### config.mk
export PLATFORM = sky130hd
export DESIGN_NAME = multiplier
export DESIGN_NICKNAME = d
export VERILOG_FILES = /design/src/rtl/multiplier.sv
export SDC_FILE = /design/constraint.sdc
export NUM_CORES = 1
export LEC_CHECK = 0
export CAP_MARGIN = 20
export CORE_AREA = 3 3 40 42
export CTS_CLUSTER_SIZE = 30
export DETAILED_ROUTE_END_ITERATION = 12
export DIE_AREA = 0 0 43 45
export SLEW_MARGIN = 20
export SYNTH_ARGS = -nofsm -noshare
export SYNTH_HDL_FRONTEND = slang
export SYNTH_SLANG_ARGS = --single-unit
export TNS_END_PERCENT = 5
### constraint.sdc
create_clock -name clk -period 3.2 [get_ports clk]
set_input_delay 0.64 -clock clk [delete_from_list [all_inputs] [get_ports clk]]
set_output_delay 0.64 -clock clk [all_outputs]
set_load 0.02 [all_outputs]
### src/rtl/multiplier.sv
// -----------------------------------------------------------------------------
// multiplier
//
// Unsigned WIDTH_A x WIDTH_B array multiplier with a combinational product
// output and a one-cycle registered copy qualified by a valid flag.
//
// The product is formed from AND-gate partial products. These are summed row
// by row with ripple-carry adder rows that are generated from the widths.
//
// Ports
//   clk       : rising-edge clock for the registered path
//   rst       : asynchronous active-high reset (clears P_q and out_valid)
//   A         : unsigned multiplicand, WIDTH_A bits
//   B         : unsigned multiplier, WIDTH_B bits
//   in_valid  : captures P into P_q on the next rising edge
//   P         : combinational product A*B, WIDTH_A+WIDTH_B bits
//   P_q       : registered product, held while in_valid is low
//   out_valid : P_q was loaded on the most recent edge
// -----------------------------------------------------------------------------
module multiplier #(
    parameter int WIDTH_A = 2,
    parameter int WIDTH_B = 2
) (
    input  logic                       clk,
    input  logic                       rst,
    input  logic [WIDTH_A-1:0]         A,
    input  logic [WIDTH_B-1:0]         B,
    input  logic                       in_valid,
    output logic [WIDTH_A+WIDTH_B-1:0] P,
    output logic [WIDTH_A+WIDTH_B-1:0] P_q,
    output logic                       out_valid
);

    localparam int PW = WIDTH_A + WIDTH_B;

    // Partial product row j holds A AND B[j].
    logic [WIDTH_A-1:0] pp  [WIDTH_B];
    // Running sum after row j. Bit 0 is final product bit j.
    // Bits WIDTH_A:1 carry forward into row j+1.
    logic [WIDTH_A:0]   acc [WIDTH_B];

    for (genvar j = 0; j < WIDTH_B; j++) begin : g_pp
        for (genvar i = 0; i < WIDTH_A; i++) begin : g_and
            assign pp[j][i] = A[i] & B[j];
        end
    end

    assign acc[0] = {1'b0, pp[0]};

    // Each row adds the shifted running sum to the next partial product.
    // The carry into bit 0 is tied low, so that position acts as a half adder.
    for (genvar j = 1; j < WIDTH_B; j++) begin : g_row
        logic [WIDTH_A-1:0] x;
        logic [WIDTH_A-1:0] s;
        logic [WIDTH_A:0]   c;

        assign x    = acc[j-1][WIDTH_A:1];
        assign c[0] = 1'b0;

        for (genvar i = 0; i < WIDTH_A; i++) begin : g_fa
            assign s[i]   = x[i] ^ pp[j][i] ^ c[i];
            assign c[i+1] = (x[i] & pp[j][i]) | (c[i] & (x[i] ^ pp[j][i]));
        end

        assign acc[j] = {c[WIDTH_A], s};
    end

    // Low product bits are retired one per row. The final row supplies the top bits.
    for (genvar j = 0; j < WIDTH_B; j++) begin : g_plo
        assign P[j] = acc[j][0];
    end
    assign P[PW-1:WIDTH_B] = acc[WIDTH_B-1][WIDTH_A:1];

    // Registered path
    logic [PW-1:0] pq_q, pq_d;
    logic          vld_q, vld_d;

    always_comb begin
        pq_d  = pq_q;
        vld_d = in_valid;
        if (in_valid) begin
            pq_d = P;
        end
    end

    always_ff @(posedge clk or posedge rst) begin
        if (rst) begin
            pq_q  <= '0;
            vld_q <= 1'b0;
        end else begin
            pq_q  <= pq_d;
            vld_q <= vld_d;
        end
    end

    assign P_q       = pq_q;
    assign out_valid = vld_q;

endmodule

==> results.md <==
* Status: finished clean
* Layout Nets at 45
* P&R area growth vs syn at 84.32%
* RSZ-0062 raised after global routing: no
* Largest area contributor in the netlist: dfrtp_1
* Worst reg2reg setup slack at 2450 ps
* Via count at 187
* Fin util at 0.3320
* GPL Wtd Cong at 0.7221
* Fillers at 133
* Die Wd at 43 µm
* Vias per cell at 3.740
* Synth warn at 0
* Number of global-route vias before repair at 207
* IO Count at 16
* Peak supply drop at 0.1433 mV
* Critical path startpoint: B[0]
* DR WL/cell at 11.84 µm
* Ant. Diodes at 0
* HPWL after DPL at 464 µm
* CTS Buffer Depth at 2
* Worst-path clk slew at 50 ps
* Power Dens Cells at 456.4 nW/µm²
* R2r startpoint: P_q[0]$_DFFE_PP0P_
* Cell count after synthesis at 16
* Maxcap violations at 0
* Gates resized, CTS repair at 0
* Slew @ Worst Pin at 241.1 ps
* Max-slew violations at 0
* Starting DRC count in detailed routing at 0
* Final instance area at 426.7 µm²
* Leak at 0.1957 nW
* First-pass GRT wire length at 924 µm
* Die height at 45 µm
* Seq/Total Area, Yosys at 0.5405
* Minimum clock period after layout at 2981 ps
* Syn avg cell area at 14.47 µm²
* Initial antenna violation count at 0
* Clock Sinks at 5
* Hold Crit Start: P_q[0]$_DFFE_PP0P_
* Slew margin rel. at 0.8388
* Post-CTS setup buffer count at 0
* Finished Layout Cells at 50
* Area of the multi-input gates at 102.6 µm²
* Setup CP Type: input port to primary output
* Critical Path End: P[2]
* Initial Utilization at 0.1801
* Setup violators final at 0
* Crit end category: primary output
* Top cell type's share of synthesized area at 0.5405
* Final Cycle Share at 0.9316
* Mapped Area at 231.5 µm²
* Core area at 1285 µm²
* Total die area at 1935 µm²
* Placed standard-cell area at 400.4 µm²
* Inserted Clock Buffers at 3
* Share of cells above drive strength 1 at 0.2571
* Met1 WL at 282 µm
* DRC errors left at 0
* Highest clock rate at 335.4 MHz
* CTS tree: done
* Worst skew pair latency at 240 ps
* Arr. time, crit path at 2340 ps
* PortBufs at 15
* Hold_buf cts at 0
* Gr usage total at 0.06784
* Sequential Area at 125.1 µm²
* Reg2reg path depth at 1
* CP Data Required Time at 2560 ps
* Hold Fails Final Rpt at 0
* Wire length on met2 at 220 µm
* Htree depth at 1
* Syn_nets at 25
* Leading cell type in the layout, fill and taps excluded: clkdlybuf4s50_1
* Skew final at 0 ps
* Drt pass-1 iters at 1
* Overflow after GRT at 0
* Dominant cells by area after synthesis: dfrtp_1, mux2_2, ha_1, mux2_4, and2_1
* Worst R2R End: P_q[0]$_DFFE_PP0P_
* Met3 Wirelength at 89 µm
* Uppermost layer routed: met3
* Largest net degree at the start of global routing at 6
* Synth cell types at 8
* Total negative setup slack at 0 ps
* Row cnt at 13
* Worst hold path class: flop to flop
* CP startpoint kind: input port
* CP Max Fanout at 2
* Clock Tree Root: clkbuf_4
* Final WL at 592 µm
* Most frequent cells in the layout: clkdlybuf4s50_1, dfrtp_1, mux2_2, clkbuf_4
* Synth Register Bits at 5
* Placed cells at 46
* Detail Route Antenna Nets at 0
-- logic make-up after synthesis --
kind of cell | after synthesis | synth area share
fa+ha+maj | 2 | 0.1081
buf+inv | 1 | 0.01620
flops | 5 | 0.5405
mux | 4 | 0.2108
simple gates | 4 | 0.1243
-- worst min-delay path by stage --
stage	slack, ps	depth (start not counted)	to
CTS	510	1	P_q[0]$_DFFE_PP0P_
floorplan	420	1	P_q[0]$_DFFE_PP0P_
global route	540	1	P_q[2]$_DFFE_PP0P_
global placement	500	1	P_q[0]$_DFFE_PP0P_
detailed placement	490	1	P_q[0]$_DFFE_PP0P_
finish	510	1	P_q[0]$_DFFE_PP0P_
-- per-layer routing --
metal  vias up  GRT usage
li1         90          -
met1        81    0.08333
met2        16    0.08982
met3         0    0.03187
met4         0    0.05422
met5         -          0
-- sequential cells by signal, indices dropped and copies added, names as in the netlist --
name and cells:
P_q 4, out_valid 1
-- critical path, stage by stage --
cell and delay (ps):
clkdlybuf4s50_1 420, and2_2 200, ha_1 190, ha_1 290, clkdlybuf4s50_1 600
-- report_power, final --
part	switching (W)	internal, W	total, W
registers	0.00000243	0.0000687	0.0000711
clock network	0.0000273	0.0000472	0.0000746
logic	0.0000210	0.0000280	0.0000491
-- synthesized netlist by cell type, drive strengths merged --
cell,number
inv,1
mux2,4
dfrtp,5
and2,4
ha,2
-- per-stage QoR --
step	hold WS, ps	worst slack [ps]	power, W
after floorplan	418.5	1187	0.00009461
after global placement	496.9	209.5	0.0001210
after detailed placement	494.4	205.0	0.0001214
after CTS	511.4	205.7	0.0001980
after global routing	537.2	172.9	0.0002042
final	509.5	218.9	0.0001947
-- final cells by class --
class / instances / share of cell area
timing repair buffer: 15 / 0.3519
multi-input combinational: 10 / 0.2405
tap: 15 / 0.04399
sequential: 5 / 0.2933
inverter: 1 / 0.008798
clock buffer: 4 / 0.06158
Power figures use the tool's default switching activity.
